==> src/rtl/dmem_access_unit_if.sv <==
// Data-memory request/grant/read-valid bus between the access unit (master) and the memory (slave).
interface dmem_access_unit_if #(
    parameter int unsigned DMEM_ADDR_W = 10
);
    logic                   o_req;
    logic                   o_we;
    logic [3:0]             o_be;
    logic [DMEM_ADDR_W-1:0] o_addr;
    logic [31:0]            o_wdata;
    logic                   i_gnt;
    logic                   i_rvalid;

    modport master (
        output o_req, o_we, o_be, o_addr, o_wdata,
        input  i_gnt, i_rvalid
    );

    modport slave (
        input  o_req, o_we, o_be, o_addr, o_wdata,
        output i_gnt, i_rvalid
    );
endinterface

==> src/rtl/dmem_access_unit.sv <==
// Memory-stage request engine: alignment check, byte-enable/data replication, req/gnt/rvalid
// sequencing and load-side sideband for the downstream load alignment stage.
module dmem_access_unit #(
    parameter int unsigned DMEM_ADDR_W = 10
) (
    input  logic                clk,
    input  logic                reset,
    input  logic                i_valid,
    input  logic                i_load,
    input  logic                i_store,
    input  logic [2:0]          i_funct3,
    input  logic [31:0]         i_addr,
    input  logic [31:0]         i_wdata,
    output logic                o_stall,
    output logic                o_misaligned,
    output logic                o_done,
    output logic                o_load,
    output logic [1:0]          o_addr_lsb,
    output logic [2:0]          o_funct3,
    dmem_access_unit_if.master  bus
);

    typedef enum logic [1:0] {
        IDLE   = 2'd0,
        REQ    = 2'd1,
        WAIT_R = 2'd2
    } state_e;

    state_e                 state_q, state_d;
    logic                   req_q, req_d;
    logic                   we_q, we_d;
    logic [3:0]             be_q, be_d;
    logic [DMEM_ADDR_W-1:0] addr_q, addr_d;
    logic [31:0]            wdata_q, wdata_d;
    logic                   mis_q, mis_d;
    logic                   done_q, done_d;
    logic                   load_q, load_d;
    logic [1:0]             lsb_q, lsb_d;
    logic [2:0]             f3_q, f3_d;

    logic                   op;
    logic                   misaligned;
    logic [3:0]             be_new;
    logic [31:0]            wdata_new;

    // Upper byte-address bits beyond the memory depth are intentionally dropped.
    logic unused_addr_hi;
    assign unused_addr_hi = ^i_addr[31:DMEM_ADDR_W+2];

    // Request decode: op qualification, alignment, lane enables and store-data replication.
    always_comb begin
        op         = i_valid & (i_load | i_store);
        misaligned = ((i_funct3[1:0] == 2'b01) & i_addr[0])
                   | (i_funct3[1] & (i_addr[1:0] != 2'b00));
        case (i_funct3[1:0])
            2'b00: begin
                be_new    = 4'(4'b0001 << i_addr[1:0]);
                wdata_new = {4{i_wdata[7:0]}};
            end
            2'b01: begin
                be_new    = i_addr[1] ? 4'b1100 : 4'b0011;
                wdata_new = {2{i_wdata[15:0]}};
            end
            default: begin
                be_new    = 4'b1111;
                wdata_new = i_wdata;
            end
        endcase
    end

    assign o_stall = (state_q != IDLE) | op;

    // Next-state and next-output logic; everything holds unless a transition updates it.
    always_comb begin
        state_d = state_q;
        req_d   = req_q;
        we_d    = we_q;
        be_d    = be_q;
        addr_d  = addr_q;
        wdata_d = wdata_q;
        mis_d   = 1'b0;
        done_d  = 1'b0;
        load_d  = load_q;
        lsb_d   = lsb_q;
        f3_d    = f3_q;

        case (state_q)
            IDLE: begin
                if (op) begin
                    if (misaligned) begin
                        mis_d = 1'b1;
                    end else begin
                        state_d = REQ;
                        req_d   = 1'b1;
                        we_d    = ~i_load;
                        be_d    = be_new;
                        addr_d  = i_addr[DMEM_ADDR_W+1:2];
                        wdata_d = i_load ? 32'd0 : wdata_new;
                        load_d  = i_load;
                        lsb_d   = i_addr[1:0];
                        f3_d    = i_funct3;
                    end
                end
            end
            REQ: begin
                if (bus.i_gnt) begin
                    req_d = 1'b0;
                    if (we_q) begin
                        state_d = IDLE;
                        done_d  = 1'b1;
                        load_d  = 1'b0;
                    end else begin
                        state_d = WAIT_R;
                    end
                end
            end
            WAIT_R: begin
                if (bus.i_rvalid) begin
                    state_d = IDLE;
                    done_d  = 1'b1;
                    load_d  = 1'b0;
                end
            end
            default: begin
                state_d = IDLE;
                req_d   = 1'b0;
                load_d  = 1'b0;
            end
        endcase
    end

    always_ff @(posedge clk) begin
        if (reset) begin
            state_q <= IDLE;
            req_q   <= 1'b0;
            we_q    <= 1'b0;
            be_q    <= 4'd0;
            addr_q  <= '0;
            wdata_q <= 32'd0;
            mis_q   <= 1'b0;
            done_q  <= 1'b0;
            load_q  <= 1'b0;
            lsb_q   <= 2'd0;
            f3_q    <= 3'd0;
        end else begin
            state_q <= state_d;
            req_q   <= req_d;
            we_q    <= we_d;
            be_q    <= be_d;
            addr_q  <= addr_d;
            wdata_q <= wdata_d;
            mis_q   <= mis_d;
            done_q  <= done_d;
            load_q  <= load_d;
            lsb_q   <= lsb_d;
            f3_q    <= f3_d;
        end
    end

    assign bus.o_req     = req_q;
    assign bus.o_we      = we_q;
    assign bus.o_be      = be_q;
    assign bus.o_addr    = addr_q;
    assign bus.o_wdata   = wdata_q;
    assign o_misaligned  = mis_q;
    assign o_done        = done_q;
    assign o_load        = load_q;
    assign o_addr_lsb    = lsb_q;
    assign o_funct3      = f3_q;

endmodule

==> src/flat_wrapper.sv <==
// flat-port wrapper written by rule: the top's interface ports become plain ports
module dmem_access_unit_flat 
#(
    parameter int unsigned DMEM_ADDR_W = 10
)
  (clk, reset, i_valid, i_load, i_store, i_funct3, i_addr, i_wdata, o_stall, o_misaligned, o_done, o_load, o_addr_lsb, o_funct3, bus_o_req, bus_o_we, bus_o_be, bus_o_addr, bus_o_wdata, bus_i_gnt, bus_i_rvalid);
  dmem_access_unit_if #(.DMEM_ADDR_W(DMEM_ADDR_W)) bus_i ();
  input  logic clk;
  input  logic reset;
  input  logic i_valid;
  input  logic i_load;
  input  logic i_store;
  input  logic [2:0] i_funct3;
  input  logic [31:0] i_addr;
  input  logic [31:0] i_wdata;
  output logic o_stall;
  output logic o_misaligned;
  output logic o_done;
  output logic o_load;
  output logic [1:0] o_addr_lsb;
  output logic [2:0] o_funct3;
  output wire logic [$bits(bus_i.o_req)-1:0] bus_o_req;
  output wire logic [$bits(bus_i.o_we)-1:0] bus_o_we;
  output wire logic [$bits(bus_i.o_be)-1:0] bus_o_be;
  output wire logic [$bits(bus_i.o_addr)-1:0] bus_o_addr;
  output wire logic [$bits(bus_i.o_wdata)-1:0] bus_o_wdata;
  input wire logic [$bits(bus_i.i_gnt)-1:0] bus_i_gnt;
  input wire logic [$bits(bus_i.i_rvalid)-1:0] bus_i_rvalid;
  assign bus_o_req = bus_i.o_req;
  assign bus_o_we = bus_i.o_we;
  assign bus_o_be = bus_i.o_be;
  assign bus_o_addr = bus_i.o_addr;
  assign bus_o_wdata = bus_i.o_wdata;
  assign bus_i.i_gnt = bus_i_gnt;
  assign bus_i.i_rvalid = bus_i_rvalid;
  dmem_access_unit #(.DMEM_ADDR_W(DMEM_ADDR_W)) u_core (.clk(clk), .reset(reset), .i_valid(i_valid), .i_load(i_load), .i_store(i_store), .i_funct3(i_funct3), .i_addr(i_addr), .i_wdata(i_wdata), .o_stall(o_stall), .o_misaligned(o_misaligned), .o_done(o_done), .o_load(o_load), .o_addr_lsb(o_addr_lsb), .o_funct3(o_funct3), .bus(bus_i));
endmodule
==> config.mk <==
export PLATFORM = sky130hd
export DESIGN_NAME = dmem_access_unit_flat
export DESIGN_NICKNAME = d
export VERILOG_FILES = /design/src/rtl/dmem_access_unit_if.sv /design/src/rtl/dmem_access_unit.sv /design/src/flat_wrapper.sv
export SDC_FILE = /design/constraint.sdc
export NUM_CORES = 1
export LEC_CHECK = 0
export CORE_MARGIN = 3
export CORE_UTILIZATION = 42
export DETAILED_ROUTE_END_ITERATION = 7
export PLACE_DENSITY = 0.83
export SKIP_CTS_REPAIR_TIMING = 1
export SYNTH_ARGS = -nofsm -noshare
export SYNTH_HDL_FRONTEND = slang
export SYNTH_SLANG_ARGS = --single-unit
==> constraint.sdc <==
create_clock -name clk -period 6.5 [get_ports clk]
set_input_delay 0.975 -clock clk [delete_from_list [all_inputs] [get_ports clk]]
set_output_delay 0.975 -clock clk [all_outputs]
set_load 0.05 [all_outputs]
==> reports/results.md <==
| Parameter | This run |
|---|---|
| Global-route wire length before repair | 10800 um |
| Area Growth Syn to Fin | 53.4% |
| Unrepaired setup endpoints after global routing | no |
| IO Port Bufs | 110 |
| Final core utilization | 67.6% |
| Synthesized netlist net count | 323 |
| Power density of the placed cells | 248 nW/um2 |
| Average detailed-routed wire length per instance | 15.8 um |
| Peak supply drop | 0.000126 V |
| Maximum number of buffers from clock root to sink | 2 |
| Global route overflow | 0 |
| Post-synth EDFFs | 0 |
| Number of antenna cells inserted | 0 |
| Last weighted congestion value of the routability-driven placer | 0.789 |
| Synthesis-stage register bit count | 58 |
| Lkg Pwr | 0.00140 uW |
| FMAX | 274 MHz |
| Clock buffer count from CTS | 9 |
| Period utilisation layout | 56.1% |
| Vias in the first global route | 2263 |
| Data arrival time of the critical path | 2.67 ns |
| Post-route minimum period | 3.65 ns |
| Top cell type's share of synthesized area | 47.3% |
| Type of origin of the critical path | input port |
| Clock slew at the register clock pins of the worst setup and hold paths | 0.06 ns |
| Clock Root Buffer | sky130_fd_sc_hd__clkbuf_8 |
| Number of remaining DRC errors | 0 |
| Initial antenna violation count | 0 |
| Fin Clk Skew | 0.00633 ns |
| Startpoint of the lowest-slack register-to-register path | u_core.state_q[1] |
| Main area contributors after synthesis | sky130_fd_sc_hd__dfxtp_1 (47%), sky130_fd_sc_hd__mux2i_1 (9.8%), sky130_fd_sc_hd__nand2_1 (6.1%) |
| Outcome | finished clean |
| Final standard cell count with taps included and fillers excluded | 430 |
| Crit Path Max Fanout | 7 |
| Area of the die | 6800 um2 |
| Depth of the CTS H-tree | 3 |
| Highest-delay cell along the critical path | sky130_fd_sc_hd__clkdlybuf4s50_1 |
| Slew headroom | 41.0% |
| Final Max Tran Viols | 0 |
| Leading area contributor after synthesis | sky130_fd_sc_hd__dfxtp_1 |
| CP Cell Sequence | clkdlybuf4s50_1, o21ai_2, nand2_1, clkdlybuf4s50_1 |
| WP data required | 5.52 ns |
| Async set-or-reset flop fraction in the synthesized netlist | 0% |
| Synth Warn # | 0 |
| Avg Vias per Cell | 5.21 |
| Number of endpoints with negative hold slack in the final report | 0 |
| Placed insts | 414 |
| Startpoint of the worst hold path | u_core.bus.o_addr[9] |
| Detailed placer's ending HPWL | 4810 um |
| Nets | 430 |
| Number of DRC markers in iteration 0 | 80 |
| Worst Path Class, Setup | in2out |
| Worst-skew pair later-pin latency | 0.32 ns |
| Largest net degree at the start of global routing | 33 |
| Prevailing post-synth register cell | sky130_fd_sc_hd__dfxtp_1 |
| TritonCTS Sinks | 58 |
| Gate Count Post-Synth | 246 |
| Total GRT Usage | 21.1% |
| Sequential cell area fraction in the yosys report | 47.3% |
| Netlist area before placement | 2460 um2 |
| MaxCap Viol Count | 0 |
| Clock tree from TritonCTS | built |
| Most common cell on crit path | sky130_fd_sc_hd__clkdlybuf4s50_1 |
| Library cells used by synthesis | 36 |
| Initial standard-cell utilization of the core | 44.1% |
| Final setup vio count | 0 |
| Type of destination of the critical path | output pin |
| Die W | 82.5 um |
| Worst hold margin | 0.456 ns |
| Core box area | 5570 um2 |
| Stage delay of the slowest cell on the critical path | 0.71 ns |
| Number of iterations in the first detailed-routing pass | 5 |
| DRT antenna net count | 0 |
| Accumulated negative setup slack | 0 ns |
| Num rows | 27 |
| Transition time of the tightest slew-check pin | 0.882 ns |
| Via Count | 2242 |
| Launching instance or port of the critical path | i_load |
| Number of ports placed on the die boundary | 131 |
| Routed WL | 6810 um |
| Post-Syn Area per Cell | 9.99 um2 |
| Share of final-layout standard cells stronger than drive strength 1 | 9.22% |
| Path category of the worst min-delay check | reg2reg |
| Chip height | 82.5 um |
-- final timing paths --
kind,endpoint,slack [ns],cells after the start
worst max-delay path,o_stall,2.85,4
worst min-delay path,u_core.bus.o_addr[9],0.46,2
worst min register to register,u_core.bus.o_addr[9],0.46,2
worst max register to register,u_core.bus.o_wdata[17],3.93,6
-- critical path, delay by kind of cell --
kind | cells | cell delay [ns]
buf+inv | 2 | 1.24
compound gates | 1 | 0.37
simple gates | 1 | 0.09
-- synth_stat cells, types with 5 or more instances --
| master | n |
|---|---|
| sky130_fd_sc_hd__a21oi_1 | 18 |
| sky130_fd_sc_hd__a22o_1 | 16 |
| sky130_fd_sc_hd__clkbuf_1 | 13 |
| sky130_fd_sc_hd__dfxtp_1 | 58 |
| sky130_fd_sc_hd__inv_1 | 5 |
| sky130_fd_sc_hd__mux2i_1 | 24 |
| sky130_fd_sc_hd__nand2_1 | 40 |
| sky130_fd_sc_hd__nor2_1 | 9 |
| sky130_fd_sc_hd__o21ai_0 | 12 |
| sky130_fd_sc_hd__o2bb2ai_1 | 7 |
| sky130_fd_sc_hd__o2bb2ai_2 | 8 |
-- power breakdown --
| part | total [uW] | internal (uW) | leakage (uW) | switching (uW) |
|---|---|---|---|---|
| Combinational | 245 | 97.1 | 0.000833 | 148 |
| Sequential | 388 | 376 | 0.000471 | 11.5 |
| Clock | 302 | 169 | 0.0000965 | 133 |
| Total | 934 | 642 | 0.00140 | 292 |
-- sequential cells by signal (all words and copies together) (netlist names) --
name,count
u_core.state_q,2
u_core.bus.o_be,4
u_core.o_done,1
u_core.o_misaligned,1
u_core.bus.o_we,1
u_core.o_funct3,3
u_core.bus.o_wdata,32
u_core.o_load,1
u_core.bus.o_addr,10
u_core.o_addr_lsb,2
u_core.bus.o_req,1
-- cell usage in the layout (no fill, tap or decap), types with 2 or more instances in the layout --
cell,synthesis,routed
sky130_fd_sc_hd__clkdlybuf4s50_1,0,110
sky130_fd_sc_hd__dfxtp_1,58,58
sky130_fd_sc_hd__nand2_1,40,40
sky130_fd_sc_hd__mux2i_1,24,24
sky130_fd_sc_hd__a21oi_1,18,18
sky130_fd_sc_hd__a22o_1,16,16
sky130_fd_sc_hd__o21ai_0,12,12
sky130_fd_sc_hd__clkbuf_8,0,12
sky130_fd_sc_hd__nor2_1,9,8
sky130_fd_sc_hd__o2bb2ai_2,8,8
sky130_fd_sc_hd__o2bb2ai_1,7,7
sky130_fd_sc_hd__inv_1,5,5
sky130_fd_sc_hd__buf_4,0,4
sky130_fd_sc_hd__a311oi_1,3,3
sky130_fd_sc_hd__nor2b_1,3,3
sky130_fd_sc_hd__ha_1,3,3
sky130_fd_sc_hd__nor4_1,3,2
sky130_fd_sc_hd__a211oi_1,2,2
sky130_fd_sc_hd__clkbuf_1,13,2
sky130_fd_sc_hd__clkinv_2,0,2
-- cell families after synthesis --
family,Yosys count,share of synthesized area (%)
AO/OA/AOI/OAI,75,24.7
flip-flops,58,47.3
buffers and inverters,23,4.89
AND/OR/NAND/NOR,63,11.8
adder cells (fa/ha/maj),3,1.53
multiplexers,24,9.78
-- through the flow --
stage | worst slack, ns | power, uW | cell area, um2
5_1_grt | 2.82 | 976 | 3770
6_report | 2.85 | 934 | 3770
3_3_place_gp | 2.69 | 636 | 3590
4_1_cts | 2.85 | 943 | 3770
2_1_floorplan | 3.85 | 546 | 2460
3_5_place_dp | 2.67 | 641 | 3590
-- per-layer routing --
layer | track usage, % | part of all wire (%) | vias to the layer above
met3 | 7.59 | 9.8 | 6
met4 | 8.50 | 1.0 | 0
met2 | 35.7 | 48 | 95
met1 | 24.2 | 41 | 1034
met5 | 0 | 0 | -
li1 | - | - | 1107
-- cell type report --
| type | count | area, um2 |
|---|---|---|
| Tap cell | 72 | 90.1 |
| Timing Repair Buffer | 114 | 1130 |
| Multi-Input combinational cell | 165 | 1180 |
| Clock buffer | 14 | 173 |
| Clock inverter | 2 | 10.0 |
| Fill cell | 450 | 1810 |
| Inverter | 5 | 18.8 |
| Sequential cell | 58 | 1160 |
No activity file was read; power rests on OpenSTA's default activity.
==> RTL edit 1, RTL diff (same flow settings) <==
Make the reset (`reset`) asynchronous in one clocked block.
--- a/src/rtl/dmem_access_unit.sv
+++ b/src/rtl/dmem_access_unit.sv
@@ -129,7 +129,7 @@
         endcase
     end
 
-    always_ff @(posedge clk) begin
+    always_ff @(posedge clk or posedge reset) begin
         if (reset) begin
             state_q <= IDLE;
             req_q   <= 1'b0;
Check against the original RTL: differs if reset is asserted again (counterexample within 4 cycles, from zero or initial values and one cycle with reset high); with reset held inactive, the same outputs for 10 cycles.
==> RTL edit 1 against the original RTL <==
- non-clock buffer count did not move
- register-to-register slack improved by 0.62 ns
- synthesized cell count rose by 23%
- critical path type unchanged
- design area rose by 10%
- synthesized area rose by 16%
- die area rose by 15%
- first-iteration DRC count rose by 36%
- sequential cell count did not move
- count of clock-buffer cells in the layout fell by 3
- maximum frequency fell by 4.3%
- setup slack got worse by 0.16 ns
- critical endpoint unchanged
- routed wire length rose by 11%
Power is not compared: it rests on default switching activity, and its combinational part moved more than twofold at a synthesized area within 25%.
==> RTL edit 1: results (changes against the original RTL) <==
Parameter                              Value

Synthesis
  Cells after synthesis    302 (+23%)
  Post-synthesis async set-or-reset flop share    1.00 (+1.00)
  Main area contributors after synthesis    dfrtp_1 (51%), nand2_1 (14%), mux2i_1 (8.4%)
  Fraction of the yosys area taken by sequential cells    0.509 (+0.0360)
  Netlist cell types    37 (+2.8%)
  Number of nets in the synthesized netlist    379 (+17%)
  Post-synth top cells    nand2_1 (106), dfrtp_1 (58), mux2i_1 (24), o21ai_0 (16), o31ai_1 (16)

Place
  Final RePlAce weighted congestion    0.828 (+4.9%)
  Post-DP HPWL    5.26 mm (+9.4%)
  Placed Instance Area    3940 sq um (+9.9%)
  Number of placed instances with taps included    471 (+14%)

Finish
  Filler instances    531 (+18%)
  Final net count    482 (+12%)
  Number of cells in the finished layout apart from fillers    487 (+13%)
  Fraction of final layout cells sized beyond drive strength 1    0.0683 (-0.0239)

Timing
  Worst clock skew    0.00608 ns (-0.000250 ns)
  Worst rel slew slack    0.457 (+0.0468)
  Hold Slack    0.473 ns (+0.0170 ns)

Global route
  Largest net degree at the start of global routing    66 (+100%)
  First-pass GRT wire length    12.1 mm (+11%)
  Number of global-route vias before repair    2549 (+13%)
  Initial antenna violation count    0 (unchanged)
  Aggregate global-route resource usage    0.200 (-0.0113)

Routing
  Routed wire length    7.55 mm (+11%)
  Number of vias in the routed layout    2550 (+14%)
  Drt first pass iters    4 (-1)
  Iteration-0 DRC count of the detailed router    109 (+36%)

Worst setup path
  Slowest CP cell    clkdlybuf4s50_1
  Max incr delay on CP    0.80 ns (+0.09 ns)
  CP max FO    37 (+30)
  Reg2Reg Setup Slack    4.55 ns (+0.62 ns)
  Data arrival time of the critical path    2.84 ns (+0.17 ns)

Status
  Status    finished, final reports clean

Hold path
  Worst Hold Class    flop to flop

Clock tree
  Clock buffer depth    2 (unchanged)
[RTL edit 1: cells by family after synthesis]
group,Yosys count,synth area share
and+or+nand+nor,135,0.209
AOI/OAI and AO/OA,55,0.128
buffers and inverters,26,0.0539
adders and majority gates,3,0.0132
muxes,25,0.0881
DFF,58,0.509
[RTL edit 1: area by class of cell]
class,instances,area (sq um),share of cell area
flip-flops and latches,58,1450,0.349
multi-input cells,218,1250,0.300
repair buffers,114,1130,0.272
clock buffers,11,141,0.0340
well taps,77,96.3,0.0232
clock inverters,5,77.6,0.0186
inverters,4,15.0,0.00361
[RTL edit 1: path summary, 6_finish.rpt]
check | startpoint | to | cells after the start
worst max-delay path | i_load | o_stall | 5
worst min-delay path | u_core.bus.o_wdata[0] | u_core.bus.o_wdata[0] | 2
worst max register to register | u_core.state_q[0] | u_core.bus.o_wdata[12] | 6
worst min register to register | u_core.bus.o_wdata[0] | u_core.bus.o_wdata[0] | 2
max in group asynchronous | reset | u_core.bus.o_wdata[18] | 3
min in group asynchronous | reset | u_core.bus.o_addr[4] | 3
[RTL edit 1: critical path: cells and delay by family]
kind,cells,cell delay (ns)
simple gates,1,0.10
buf+inv,3,1.60
compound gates,1,0.15
[RTL edit 1: layer usage]
metal	part of all wire	track usage
met1	0.43	0.250
met2	0.49	0.337
met3	0.063	0.0531
met4	0.012	0.0659
met5	0	0
[RTL edit 1: per-stage QoR]
step                      power, uW  setup WS (ns)
after floorplan                1430           3.94
after global placement         1830           2.68
after detailed placement       1850           2.67
after CTS                      2230           2.66
after global routing           2320           2.61
final                          2210           2.69
[RTL edit 1: report_power, final]
group	switching [uW]	leakage, uW	internal [uW]
Combinational	821	0.00102	403
Clock	146	0.000109	225
Sequential	90.3	0.000741	522
==> RTL edit 2, RTL diff (same flow settings) <==
Without the edit above. `DMEM_ADDR_W` is set to 10 in 3 places; all go to 11.
--- a/src/rtl/dmem_access_unit_if.sv
+++ b/src/rtl/dmem_access_unit_if.sv
@@ -1,6 +1,6 @@
 // Data-memory request/grant/read-valid bus between the access unit (master) and the memory (slave).
 interface dmem_access_unit_if #(
-    parameter int unsigned DMEM_ADDR_W = 10
+    parameter int unsigned DMEM_ADDR_W = 11
 );
     logic                   o_req;
     logic                   o_we;
--- a/src/rtl/dmem_access_unit.sv
+++ b/src/rtl/dmem_access_unit.sv
@@ -1,7 +1,7 @@
 // Memory-stage request engine: alignment check, byte-enable/data replication, req/gnt/rvalid
 // sequencing and load-side sideband for the downstream load alignment stage.
 module dmem_access_unit #(
-    parameter int unsigned DMEM_ADDR_W = 10
+    parameter int unsigned DMEM_ADDR_W = 11
 ) (
     input  logic                clk,
     input  logic                reset,
--- a/src/flat_wrapper.sv
+++ b/src/flat_wrapper.sv
@@ -1,7 +1,7 @@
 // flat-port wrapper written by rule: the top's interface ports become plain ports
 module dmem_access_unit_flat 
 #(
-    parameter int unsigned DMEM_ADDR_W = 10
+    parameter int unsigned DMEM_ADDR_W = 11
 )
   (clk, reset, i_valid, i_load, i_store, i_funct3, i_addr, i_wdata, o_stall, o_misaligned, o_done, o_load, o_addr_lsb, o_funct3, bus_o_req, bus_o_we, bus_o_be, bus_o_addr, bus_o_wdata, bus_i_gnt, bus_i_rvalid);
   dmem_access_unit_if #(.DMEM_ADDR_W(DMEM_ADDR_W)) bus_i ();
Ports: changed (resized bus_o_addr); port bits go from 131 to 132. The function was not compared with the original's and may differ.
==> RTL edit 2 against the original RTL <==
- routed wire length up 3.0%
- sequential share of layout area about the same
- setup slack got worse by 0.0012 ns
- non-clock buffer count rose by 2
- final cell count up 1.2%
- critical path depth stayed put
- sequential cell count is 1 higher
- total power up 4.2%
- synthesized area grew 0.56%
- design area grew 1.6%
- synthesized cell count grew 1.6%
- largest cell class unchanged
==> RTL edit 2: results (changes against the original RTL) <==
Parameter                              Value

Routing
  Iteration-0 DRC count of the detailed router    55 (-31%)
  Routed wire length    7.01 mm (+3.0%)
  Number of vias in the routed layout    2289 (+2.1%)
  Drt first pass iters    4 (-1)

Synthesis
  Main area contributors after synthesis    dfxtp_1 (48%), mux2i_1 (9.7%), nand2_1 (6.4%)
  Number of nets in the synthesized netlist    327 (+1.2%)
  Fraction of the yosys area taken by sequential cells    0.478 (+0.00547)
  Netlist cell types    37 (+2.8%)
  Complex-gate fraction of the synthesized area    0.243 (-0.00442)
  Fraction of synthesized area in multiplexers    0.0972 (-0.000544)
  Post-synth top cells    dfxtp_1 (59), nand2_1 (42), mux2i_1 (24), a21oi_1 (19), a22o_1 (16)
  Share of synthesized cell area in full adder, half adder and majority cells    0.0152 (-0.0000851)

Pwr
  Reported leakage power    0.00142 uW (+1.4%)

Status
  Status    finished, final reports clean

Global route
  First-pass GRT wire length    11.1 mm (+2.5%)

Place
  Port bufs    112 (+1.8%)
  Post-DP HPWL    4.95 mm (+2.9%)

Finish
  Fraction of final layout cells sized beyond drive strength 1    0.0882 (-0.00402)
  Filler instances    473 (+5.1%)
  Final net count    436 (+1.4%)

Worst setup path
  Reg2Reg Setup Slack    3.90 ns (-0.03 ns)
  Beginning of the worst register-to-register path    u_core.state_q[0]
  Terminus of the critical flop-to-flop path    u_core.bus.o_wdata[14]
  Slowest CP cell    clkdlybuf4s50_1

Timing
  Worst Max-Slew Pin Slew    1.02 ns (+0.134 ns)
## RTL edit 2: metal layers
layer / GRT usage / part of all wire / vias up
met1: 0.240 / 0.41 / 1065
met4: 0.113 / 0.022 / 0
met2: 0.347 / 0.46 / 98
met3: 0.0933 / 0.11 / 13
met5: 0 / 0 / -
li1: - / - / 1113
## RTL edit 2: worst min-delay path by stage
stage	from	end	slack, ns	cells after the start
5_1_grt	u_core.o_funct3[2]	u_core.o_funct3[2]	0.48	2
3_3_place_gp	u_core.bus.o_addr[8]	u_core.bus.o_addr[8]	0.44	2
6_report	u_core.bus.o_addr[9]	u_core.bus.o_addr[9]	0.45	2
3_5_place_dp	u_core.bus.o_wdata[8]	u_core.bus.o_wdata[8]	0.45	1
4_1_cts	u_core.o_addr_lsb[1]	u_core.o_addr_lsb[1]	0.46	2
2_1_floorplan	u_core.state_q[1]	u_core.state_q[1]	0.50	2
## RTL edit 2: cell type report
class,count,area share
clock inverters,2,0.00915
clock buffers,13,0.0415
repair buffers,116,0.301
inverters,5,0.00490
multi-input cells,168,0.312
well taps,72,0.0235
flip-flops and latches,59,0.308
## RTL edit 2: power by group
group	internal, uW	leakage (uW)	switching, uW
Clock	196	0.0000995	134
Sequential	383	0.000479	11.5
Combinational	98.8	0.000841	151
## RTL edit 2: cell families after synthesis
kind of cell | after synthesis
adder cells (fa/ha/maj) | 3
flip-flops | 59
AND/OR/NAND/NOR | 65
multiplexers | 24
buffers and inverters | 23
AO/OA/AOI/OAI | 76
## RTL edit 2: metrics by stage
| stage | utilization | total power (uW) | std cells | hold slack (ns) | setup WS [ns] |
|---|---|---|---|---|---|
| final | 0.683 | 974 | 435 | 0.454 | 2.85 |
| after global routing | 0.683 | 1020 | 435 | 0.477 | 2.76 |
| after CTS | 0.683 | 983 | 435 | 0.457 | 2.83 |
| after detailed placement | 0.648 | 652 | 420 | 0.448 | 2.58 |
| after global placement | 0.648 | 648 | 420 | 0.441 | 2.60 |
| after floorplan | - | 554 | 250 | 0.497 | 3.97 |
## RTL edit 2: critical path, delay by kind of cell
kind / cells / cell delay, ns
and+or+nand+nor: 1 / 0.09
AOI/OAI and AO/OA: 1 / 0.38
buffers and inverters: 2 / 1.23
